### src/rtl/hazard_unit.sv
// hazard_unit: load-use stall, PC-write flush and operand
// forwarding control with saturating stall/flush counters.
module hazard_unit #(
  parameter int AW     = 4,
  parameter int NRP    = 2,
  parameter int PC_IDX = 15,
  parameter int CW     = 16
) (
  input  logic              clk,
  input  logic              reset,
  input  logic              ValidD,
  input  logic              RegWriteD,
  input  logic              MemtoRegD,
  input  logic [AW-1:0]     WA3D,
  input  logic [NRP*AW-1:0] RAD,
  input  logic [NRP-1:0]    REnD,
  input  logic              BranchTakenE,
  input  logic              CntClr,
  output logic              StallF,
  output logic              StallD,
  output logic              FlushD,
  output logic              FlushE,
  output logic [2*NRP-1:0]  ForwardE,
  output logic [CW-1:0]     StallCnt,
  output logic [CW-1:0]     FlushCnt
);

  localparam logic [AW-1:0] PC = AW'(PC_IDX);

  typedef struct packed {
    logic          valid;
    logic          regwrite;
    logic          memtoreg;
    logic          pcwr;
    logic [AW-1:0] wa;
  } ent_t;

  typedef struct packed {
    logic          valid;
    logic          regwrite;
    logic          pcwr;
    logic [AW-1:0] wa;
  } wb_t;

  ent_t              d_ent;
  ent_t              e_q;
  ent_t              m_q;
  wb_t               w_q;
  logic [NRP*AW-1:0] e_ra;
  logic [NRP-1:0]    e_ren;

  logic d_act, e_act, m_act, w_act;
  logic ldrstall, pc_pend, pc_w;

  always_comb begin
    d_ent.valid    = ValidD;
    d_ent.regwrite = RegWriteD;
    d_ent.memtoreg = MemtoRegD;
    d_ent.pcwr     = RegWriteD && (WA3D == PC);
    d_ent.wa       = WA3D;
  end

  assign d_act = ValidD && RegWriteD;
  assign e_act = e_q.valid && e_q.regwrite;
  assign m_act = m_q.valid && m_q.regwrite;
  assign w_act = w_q.valid && w_q.regwrite;

  always_comb begin
    ldrstall = 1'b0;
    for (int p = 0; p < NRP; p++) begin
      if (REnD[p] && (RAD[p*AW +: AW] == e_q.wa))
        ldrstall = 1'b1;
    end
    ldrstall = ldrstall && ValidD && e_act && e_q.memtoreg;
  end

  assign pc_pend = (d_act && d_ent.pcwr)
                 || (e_act && e_q.pcwr)
                 || (m_act && m_q.pcwr);
  assign pc_w    = w_act && w_q.pcwr;

  assign StallD = ldrstall;
  assign StallF = ldrstall || pc_pend;
  assign FlushD = pc_pend || pc_w || BranchTakenE;
  assign FlushE = ldrstall || BranchTakenE;

  // M wins over W; loads in M have no result yet, PC never forwards
  always_comb begin
    ForwardE = '0;
    for (int p = 0; p < NRP; p++) begin
      if (e_q.valid && e_ren[p]) begin
        if (m_act && !m_q.memtoreg
            && (m_q.wa == e_ra[p*AW +: AW])
            && (m_q.wa != PC))
          ForwardE[2*p +: 2] = 2'b10;
        else if (w_act
            && (w_q.wa == e_ra[p*AW +: AW])
            && (w_q.wa != PC))
          ForwardE[2*p +: 2] = 2'b01;
      end
    end
  end

  always_ff @(posedge clk or negedge reset) begin
    if (!reset) begin
      e_q      <= '0;
      m_q      <= '0;
      w_q      <= '0;
      e_ra     <= '0;
      e_ren    <= '0;
      StallCnt <= '0;
      FlushCnt <= '0;
    end else begin
      if (FlushE) begin
        e_q <= '0;
      end else begin
        e_q   <= d_ent;
        e_ra  <= RAD;
        e_ren <= REnD;
      end
      m_q          <= e_q;
      w_q.valid    <= m_q.valid;
      w_q.regwrite <= m_q.regwrite;
      w_q.pcwr     <= m_q.pcwr;
      w_q.wa       <= m_q.wa;
      if (CntClr) begin
        StallCnt <= '0;
        FlushCnt <= '0;
      end else begin
        if (StallD && (StallCnt != '1))
          StallCnt <= StallCnt + CW'(1);
        if (FlushE && (FlushCnt != '1))
          FlushCnt <= FlushCnt + CW'(1);
      end
    end
  end

endmodule

### config.mk
export PLATFORM = sky130hd
export DESIGN_NAME = hazard_unit
export DESIGN_NICKNAME = d
export VERILOG_FILES = /design/src/rtl/hazard_unit.sv
export SDC_FILE = /design/constraint.sdc
export NUM_CORES = 1
export LEC_CHECK = 0
export CORE_MARGIN = 3
export CORE_UTILIZATION = 41
export DETAILED_ROUTE_END_ITERATION = 10
export DONT_BUFFER_PORTS = 1
export PLACE_DENSITY_LB_ADDON = 0.3
export SYNTH_ARGS = -nofsm -noshare
export SYNTH_HDL_FRONTEND = slang
export SYNTH_SLANG_ARGS = --single-unit
### constraint.sdc
create_clock -name clk -period 6.8 [get_ports clk]
set_clock_uncertainty 0.05 [all_clocks]
set_input_delay 1.7 -clock clk [delete_from_list [all_inputs] [get_ports clk]]
set_output_delay 1.7 -clock clk [all_outputs]
set_load 0.02 [all_outputs]
-- Word level (Yosys, flattened, before mapping)
Cells that the tools add are included.
- bits of input ports: 21
- register bits: 65
- output and inout port bits: 40
- logic and storage cells: 80
- multiplexer cells: 13
- reduce and logical (&&, ||, !) cells: 36
- add/subtract/negate cells: 2
- equal/unequal tests: 11
- operator list (kind ; number):
    $mux 16 ; 4
    $add 16x1->16 const B ; 2
    $ne 16x16->1 const B ; 2
    $logic_and 1x1->1 ; 27
    $eq 4x4->1 ; 6
    $mux 2 ; 4
    $mux 8 ; 1
    $ne 4x4->1 const B ; 2
    $logic_or 1x1->1 ; 6
    $eq 4x4->1 const B ; 1
    $mux 1 ; 4
    $reduce_bool 2->1 ; 2
    $logic_not 1->1 ; 1

-- Depth between registers and ports, before layout
Gate-level depths: netlist of run 1.
- depth in word-level cells: 11
- gate-level depth with buffers: 8
- depth with buffers taken out: 7

-- Least setup slack after synthesis of run 1
OpenSTA, ideal clock, no wires.
- path type: input port to output port
- from: in RAD[3]
- to: out FlushE
- arrival: 2.965 ns
- setup slack: 2.085 ns
- stages: 7
- required time: 5.050 ns
- path buffers: 2
- path through: xor2_1 > nor4_1 > and3_1 > nor3_1 > clkbuf_1 > clkbuf_1 > inv_1
- cells in the longest elaborated chain, start to end: 8
- RTL lines (item ; line ; RTL):
    start: declaration ; 15 ; input logic [NRP*AW-1:0] RAD,
    $eq 4x4->1 ; 71 ; if (REnD[p] && (RAD[p*AW +: AW] == e_q.wa))
    $logic_and 1x1->1 ; 71 ;
    $mux 1 (2 in series) ; 71 ;
    $logic_and 1x1->1 (3 in series) ; 74 ; ldrstall = ldrstall && ValidD && e_act && e_q.memtoreg;
    $logic_or 1x1->1 ; 85 ; assign FlushE = ldrstall || BranchTakenE;
    end: declaration ; 22 ; output logic FlushE,
No other way between the ends.

-- Worst setup path after layout of run 1
Same ends and word-level chain as after synthesis.

==> reports/metrics.yaml, run 1 <==
run_status:
  status: "completed"
worst_setup_path:
  arrival_ns: 3.32
  path_cells: "xor2_1 > nor4_1 > and3_1 > nor3_2 > buf_4 > inv_1"
  worstPathBufferInverterCount: 2
  cp_slowest_cell: "and3_1"
  r2r_end: "FlushCnt[5]$_DFFE_PN0P_"
  r2r_slack_ns: 4.02
  cp.depth: 6
  cp_max_fo: 48
  critPathLaunch: "RAD[3]"
  cpLargestDelayFamily: "simple AND/OR/NAND/NOR gates"
  endpoint: "FlushE"
  crit_path_end_kind: "output pin"
  reg2regPathDepth: 7
  critical_path_required_ns: 5.05
  start_kind: "input port"
  reg2reg_from: "e_q[7]$_DFF_PN0_"
  critPathKind: "input port to output pin"
  max_stage_delay_ns: 0.51
global_routing:
  gr-total-overflow: 0
  grt_usage_pct: 16.0
  antenna_found_initial: 0
  grt_pass1_wl_um: 11000
  grt_max_degree: 66
  grt_pass1_vias: 2211
synthesis:
  synth_area_um2: 3140
  synth_area_per_cell_um2: 10.5
  ys_ff_latch: 65
  synth_top_area_cell: "dfrtp_1"
  synth_edf_count: 0
  synth_area_leaders: "dfrtp_1 (52%), xnor2_1 (5.6%), mux2_2 (4.3%)"
  synthDistinctLibCells: 39
  yosysMostFrequentCell: "dfrtp_1"
  synth_ff_type: "dfrtp_1"
  synth_top_area_share_pct: 51.9
  synth_async_sr_flop_share_pct: 100
  synthTopCellsByCount: "dfrtp_1 (65), nor2_1 (22), xnor2_1 (20), nand2_1 (18), a21oi_1 (17)"
  yosysWarnings: 0
  syn_nets: 321
  syn_inst: 298
  synth-seq-area-share_pct: 51.9
floorplanning:
  die_area_um2: 8730
  rows: 31
  die_y_um: 93.5
  core_um2: 7330
  initial_utilization_pct: 42.8
  ios: 61
  die_x_um: 93.5
cells_and_area:
  drive_gt1_share_pct: 11.0
  final_util_pct: 46.6
  antenna_cells: 0
  fillers: 672
  syn_to_final_growth_pct: 9.02
  nNetsFinal: 318
route:
  wl_per_cell_um: 16.8
  drc: 0
  vias: 2299
  route.detailed.vias_per_inst: 5.76
  first_pass_iters: 4
  postRouteAntennaNets: 0
  drt-initial-drc-count: 128
  wirelength_um: 6690
run:
  drv_cap: 0
timing:
  tightest_slew_ns: 0.928
  fmax_mhz: 197
  rsz0062_at_grt: "false"
  fin_crit_sh_pct: 74.5
  setup-violations-final: 0
  slew_headroom_pct: 37.6
  slew_violations: 0
  hold_viol_final: 0
  fin_tns_setup_ns: 0
  fin_crit_ns: 5.07
pwr:
  power.leakage_nw: 1.41
  vdd_drop_max_mv: 0.108
  power_density_nw_per_um2: 233
cts:
  cts_tree: "done"
  cts_resized: 0
  clock-sinks: 65
  clkTransAtPathRegs_ns: 0.07
  cts_buffers: 9
  post_cts_buffers: 0
  insertion_delay_ns: 0.34
  h-tree-depth: 3
  hold_buffers: 0
  cts_root_buf: "clkbuf_8"
  clk_path_buf_depth: 2
place:
  portBuffers: 0
  hpwl_um: 4550
  gp_congestion: 0.821
worst_hold_path:
  hp-class: "flop to flop"
## cell type report
class	count	area (µm²)	area share [%]
clock buffer	10	138	4.03
clock inverter	6	73.8	2.16
inverter	3	11.3	0.329
multi-input combinational	215	1440	42.1
sequential	65	1630	47.6
tap	99	124	3.62
timing repair buffer	1	7.51	0.220
## power breakdown
| part | total (W) | internal [W] | switching (W) |
|---|---|---|---|
| Sequential | 0.000415 | 0.000399 | 0.0000161 |
| Clock | 0.000346 | 0.000184 | 0.000162 |
| Combinational | 0.0000367 | 0.0000218 | 0.0000149 |
## worst min path at each step
stage                        to  cells past startpoint  slack (ns)             start
2_1_floorplan  m_q[5]$_DFF_PN0_                      0        0.30  e_q[5]$_DFF_PN0_
3_3_place_gp   m_q[4]$_DFF_PN0_                      0        0.31  e_q[4]$_DFF_PN0_
3_5_place_dp   m_q[4]$_DFF_PN0_                      0        0.32  e_q[4]$_DFF_PN0_
4_1_cts        m_q[4]$_DFF_PN0_                      0        0.34  e_q[4]$_DFF_PN0_
5_1_grt        m_q[5]$_DFF_PN0_                      0        0.35  e_q[5]$_DFF_PN0_
6_report       w_q[4]$_DFF_PN0_                      0        0.34  m_q[4]$_DFF_PN0_
## sequential cells by signal, summed over array words and instances (netlist names)
signal	flops
FlushCnt	16
StallCnt	16
e_q	8
e_ra	8
e_ren	2
m_q	8
w_q	7
## routing by layer
metal,GRT usage (%),vias to the layer above,part of all wire [%]
li1,-,1083,-
met1,21.1,1135,46
met2,23.9,68,46
met3,5.07,13,6.3
met4,6.96,0,1.9
met5,0,-,0
## placed cells by master, fill, tap and decap left out, types with 2 or more instances in the layout
master and n:
dfrtp_1 65, nor2_1 22, xnor2_1 20, nand2_1 18, a21oi_1 17, xor2_1 14, and3_1 12, nand3_1 12
mux2_2 12, nand4_1 10, o31ai_1 10, or4_1 10, clkbuf_8 10, o21ai_0 9, or3_1 7, and2_1 6
o211ai_1 5, nor4_1 4, o2111ai_1 4, and4_1 3, inv_1 3, nor2b_1 3, clkinv_4 3, nor3b_1 2
ha_1 2, inv_6 2
## metrics by stage
| stage | total power [W] | setup WS (ns) | area, µm² | cells | hold slack, ns |
|---|---|---|---|---|---|
| floorplan | 0.000454 | 2.08 | 3140 | 298 | 0.297 |
| global placement | 0.000460 | 1.76 | 3210 | 383 | 0.314 |
| detailed placement | 0.000461 | 1.74 | 3210 | 383 | 0.320 |
| CTS | 0.000810 | 1.74 | 3420 | 399 | 0.342 |
| global route | 0.000834 | 1.58 | 3420 | 399 | 0.347 |
| finish | 0.000798 | 1.73 | 3420 | 399 | 0.337 |
## logic make-up (layout without fill, tap and decap cells)
kind of cell             after synthesis  in the layout  share of synthesized area, %
buffers and inverters                 18             20                          2.43
flip-flops                            65             65                          51.9
adder cells (fa/ha/maj)                2              2                         0.798
multiplexers                          13             13                          4.63
AO/OA/AOI/OAI                         50             50                          10.1
AND/OR/NAND/NOR                      116            116                          20.7
XOR/XNOR                              34             34                          9.50
Note: power is estimated with default switching activity, not from simulation.
==> run 2, diff against run 1 <==
==> constraint.sdc (replaced) <==
create_clock -name clk -period 4.45 [get_ports clk]
set_clock_uncertainty 0.05 [all_clocks]
set_input_delay 1.1125 -clock clk [delete_from_list [all_inputs] [get_ports clk]]
set_output_delay 1.1125 -clock clk [all_outputs]
set_load 0.02 [all_outputs]
==> run 2 against run 1 <==
  * Sequential cell count unchanged
  * Highest routed layer unchanged
  * Sequential share of layout area decreased by 0.052 points
  * Core utilization increased by 0.051 points
==> reports/metrics.yaml, run 2 (synthesized netlist as in run 1, its figures left out) <==
run_status:
  status: "completed"
floorplanning:
  die_area_um2: 8730
  core_um2: 7330
  rows: 31
  die_y_um: 93.5
  die_x_um: 93.5
  initial_utilization_pct: 42.8
  ios: 61
pwr:
  p_seq_share_pct: 51.7
  power_density_nw_per_um2: 359
  switching_share_pct: 25.6
  p_total_w: 0.00123
  p_int_w: 0.000914
  pwr-share-clk_pct: 43.8
  vdd_drop_max_mv: 0.204
  combPwrFrac_pct: 4.6
  power_switching_w: 0.000315
  power.leakage_nw: 1.41
cts:
  cts_buffers: 9
  cts_root_buf: "clkbuf_8"
  insertion_delay_ns: 0.34
  cts_resized: 0
  cts_tree: "done"
  post_cts_buffers: 0
  h-tree-depth: 3
  clk_path_buf_depth: 2
  clock-sinks: 65
  hold_buffers: 0
  clkTransAtPathRegs_ns: 0.08
worst_setup_path:
  critPathKind: "input port to output pin"
  cp_slowest_cell: "and3_1"
  start_kind: "input port"
  critical_path_required_ns: 3.29
  r2r_slack_ns: 1.69
  path_cells: "xor2_1 > nor4_1 > and3_1 > nor2_1 > nand2_1"
  cp_max_fo: 12
  arrival_ns: 2.48
  max_stage_delay_ns: 0.53
  crit_path_end_kind: "output pin"
timing:
  slew_violations: 0
  fin_crit_ns: 3.64
  hold_viol_final: 0
  slew_headroom_pct: 36.0
  fin_crit_sh_pct: 81.8
  tightest_slew_ns: 0.951
  fin_tns_setup_ns: 0
  setup-violations-final: 0
  fmax_mhz: 275
  rsz0062_at_grt: "false"
cells_and_area:
  drive_gt1_share_pct: 11.3
  final_common_cell: "dfrtp_1"
  final_cell_area_um2: 3420
  reg_top3: "FlushCnt (16), StallCnt (16)"
  syn_to_final_growth_pct: 9.14
  antenna_cells: 0
  nNetsFinal: 319
  mostFrequentLayoutCells: "dfrtp_1 (65), nor2_1 (22), xnor2_1 (20)"
route:
  drc: 0
  wirelength_um: 6820
  drt-initial-drc-count: 140
  wl_met2_um: 3110
  route.detailed.vias_per_inst: 5.61
  first_pass_iters: 7
  met1Wirelength_um: 3210
  route.met3.wl_um: 394
  vias: 2245
  wl_per_cell_um: 17.1
  highest_layer: "met4"
  postRouteAntennaNets: 0
place:
  gp_congestion: 0.781
  hpwl_um: 4630
  portBuffers: 0
  dpl_cell_area_um2: 3210
global_routing:
  grt_max_degree: 66
  antenna_found_initial: 0
  gr-total-overflow: 0
  grt_pass1_wl_um: 11200
  grt_pass1_vias: 2282
  grt_usage_pct: 16.3
run:
  drv_cap: 0
worst_hold_path:
  hp-class: "flop to flop"
[run 2: metrics by stage]
step                hold WS [ns]  std cells  utilization [%]  setup slack (ns)
finish                     0.329        400             46.7             0.812
global route               0.351        400             46.7             0.688
CTS                        0.330        400             46.7             0.799
detailed placement         0.312        384             43.8             0.792
global placement           0.315        384             43.8             0.814
floorplan                  0.297        298                -             0.910
[run 2: layout make-up]
class / instances / area, µm²
clock buffers: 9 / 124
clock inverters: 7 / 83.8
fillers: 690 / 3910
inverters: 3 / 11.3
multi-input cells: 215 / 1440
flip-flops and latches: 65 / 1630
well taps: 99 / 124
repair buffers: 2 / 15.0
[run 2: per-layer routing]
layer	track usage [%]	up-vias
met5	0	-
li1	-	1077
met4	7.57	0
met1	22.2	1103
met2	24.3	55
met3	4.18	10
[run 2: power groups by stage]
stage	sequential [W]	clock, W	combinational, W
floorplan	0.000640	0	0.0000542
global placement	0.000647	0	0.0000553
detailed placement	0.000647	0	0.0000566
CTS	0.000635	0.000552	0.0000568
global route	0.000639	0.000574	0.0000642
finish	0.000635	0.000538	0.0000559
[run 2: worst paths after layout]
path / depth (start not counted) / endpoint / start
min: 0 / m_q[4]$_DFF_PN0_ / e_q[4]$_DFF_PN0_
max reg2reg: 6 / FlushCnt[15]$_DFFE_PN0P_ / FlushCnt[0]$_DFFE_PN0P_
min in group asynchronous: 0 / StallCnt[15]$_DFFE_PN0P_ / reset
max: 5 / StallF / RAD[3]
max in group asynchronous: 0 / m_q[7]$_DFF_PN0_ / reset
min reg2reg: 0 / m_q[4]$_DFF_PN0_ / e_q[4]$_DFF_PN0_
[run 2: critical path: cells and delay by family]
family	cells	cell delay, ns
xor+xnor	1	0.14
simple gates	4	1.23
==> RTL edit (config.mk and constraints of run 2) <==
Make the reset (`reset`) synchronous in one clocked block.
--- a/src/rtl/hazard_unit.sv
+++ b/src/rtl/hazard_unit.sv
@@ -101,7 +101,7 @@
     end
   end
 
-  always_ff @(posedge clk or negedge reset) begin
+  always_ff @(posedge clk) begin
     if (!reset) begin
       e_q      <= '0;
       m_q      <= '0;
Check against the original RTL: differs if reset is asserted again (counterexample within 4 cycles, from zero or initial values and one cycle with reset low); with reset held inactive, the same outputs for 10 cycles.
==> RTL edit against run 2 <==
  * Via count is 9.6% higher
  * Sequential cell count stayed put
  * Total power down 0.71%
  * Area after synthesis is 5.3% lower
  * Setup slack improved by 18 ps
  * Critical path type unchanged
  * Cell area down 5.2%
  * Maximum frequency increased by 0.50%
  * Largest power group unchanged
  * Routed wire length grew 2.8%
==> RTL edit: results <==
export IMPL_status="finished clean"
export IMPL_vdd_drop_max_mv=0.235
export IMPL_dr_pass1_iters=5
export IMPL_hold_path_end="m_q[5]"
export IMPL_synth_area_per_cell_um2=8.56
export IMPL_place_area_um2=3020
export IMPL_r2r_start="e_q[7]"
export IMPL_hold_depth=1
export IMPL_grt_usage=0.177
export IMPL_path_buf_inv=1
export IMPL_grt_max_degree=43
export IMPL_powerDensity_nw_per_um2=376
export IMPL_r2r_slack_ps=1630
export IMPL_whs_ps=404
export IMPL_grt_pass1_wl_um=11700
export IMPL_synth_largest_area_cell="dfxtp_1"
export IMPL_drive_above_1_share=0.0576
export IMPL_post_place_ws_ps=835
export IMPL_drtIter0Drc=126
export IMPL_vias=2461
export IMPL_fin_nets=365
export IMPL_hpwl_um=4940
export IMPL_grt_pass1_vias=2222
export IMPL_maxSlewHeadroom=0.396
export IMPL_cp_endpoint="FlushE"
==> RTL edit: cell type report <==
class | instances | area share
repair buffers | 3 | 0.00694
inverters | 3 | 0.00347
flip-flops and latches | 65 | 0.401
well taps | 96 | 0.0370
clock inverters | 7 | 0.0309
clock buffers | 9 | 0.0382
multi-input cells | 260 | 0.482
==> RTL edit: cell families (layout without fill, tap and decap cells) <==
group / count (synthesis) / count (layout)
xor gates and xnor gates: 27 / 27
muxes: 1 / 1
DFF: 65 / 65
buffers and inverters: 22 / 22
and+or+nand+nor: 160 / 160
adders and majority gates: 2 / 2
AOI/OAI and AO/OA: 70 / 70
==> RTL edit: where the power goes <==
| part | total (uW) | switching, uW | internal [uW] |
|---|---|---|---|
| Combinational | 48.4 | 27.0 | 21.4 |
| Sequential | 606 | 13.5 | 592 |
| Clock | 566 | 245 | 321 |
| Total | 1220 | 285 | 935 |
==> RTL edit: routing by layer <==
layer,GRT usage,wire length (um)
met5,0,0
met4,0.0415,54
met3,0.0903,562
met2,0.264,3190
met1,0.226,3210
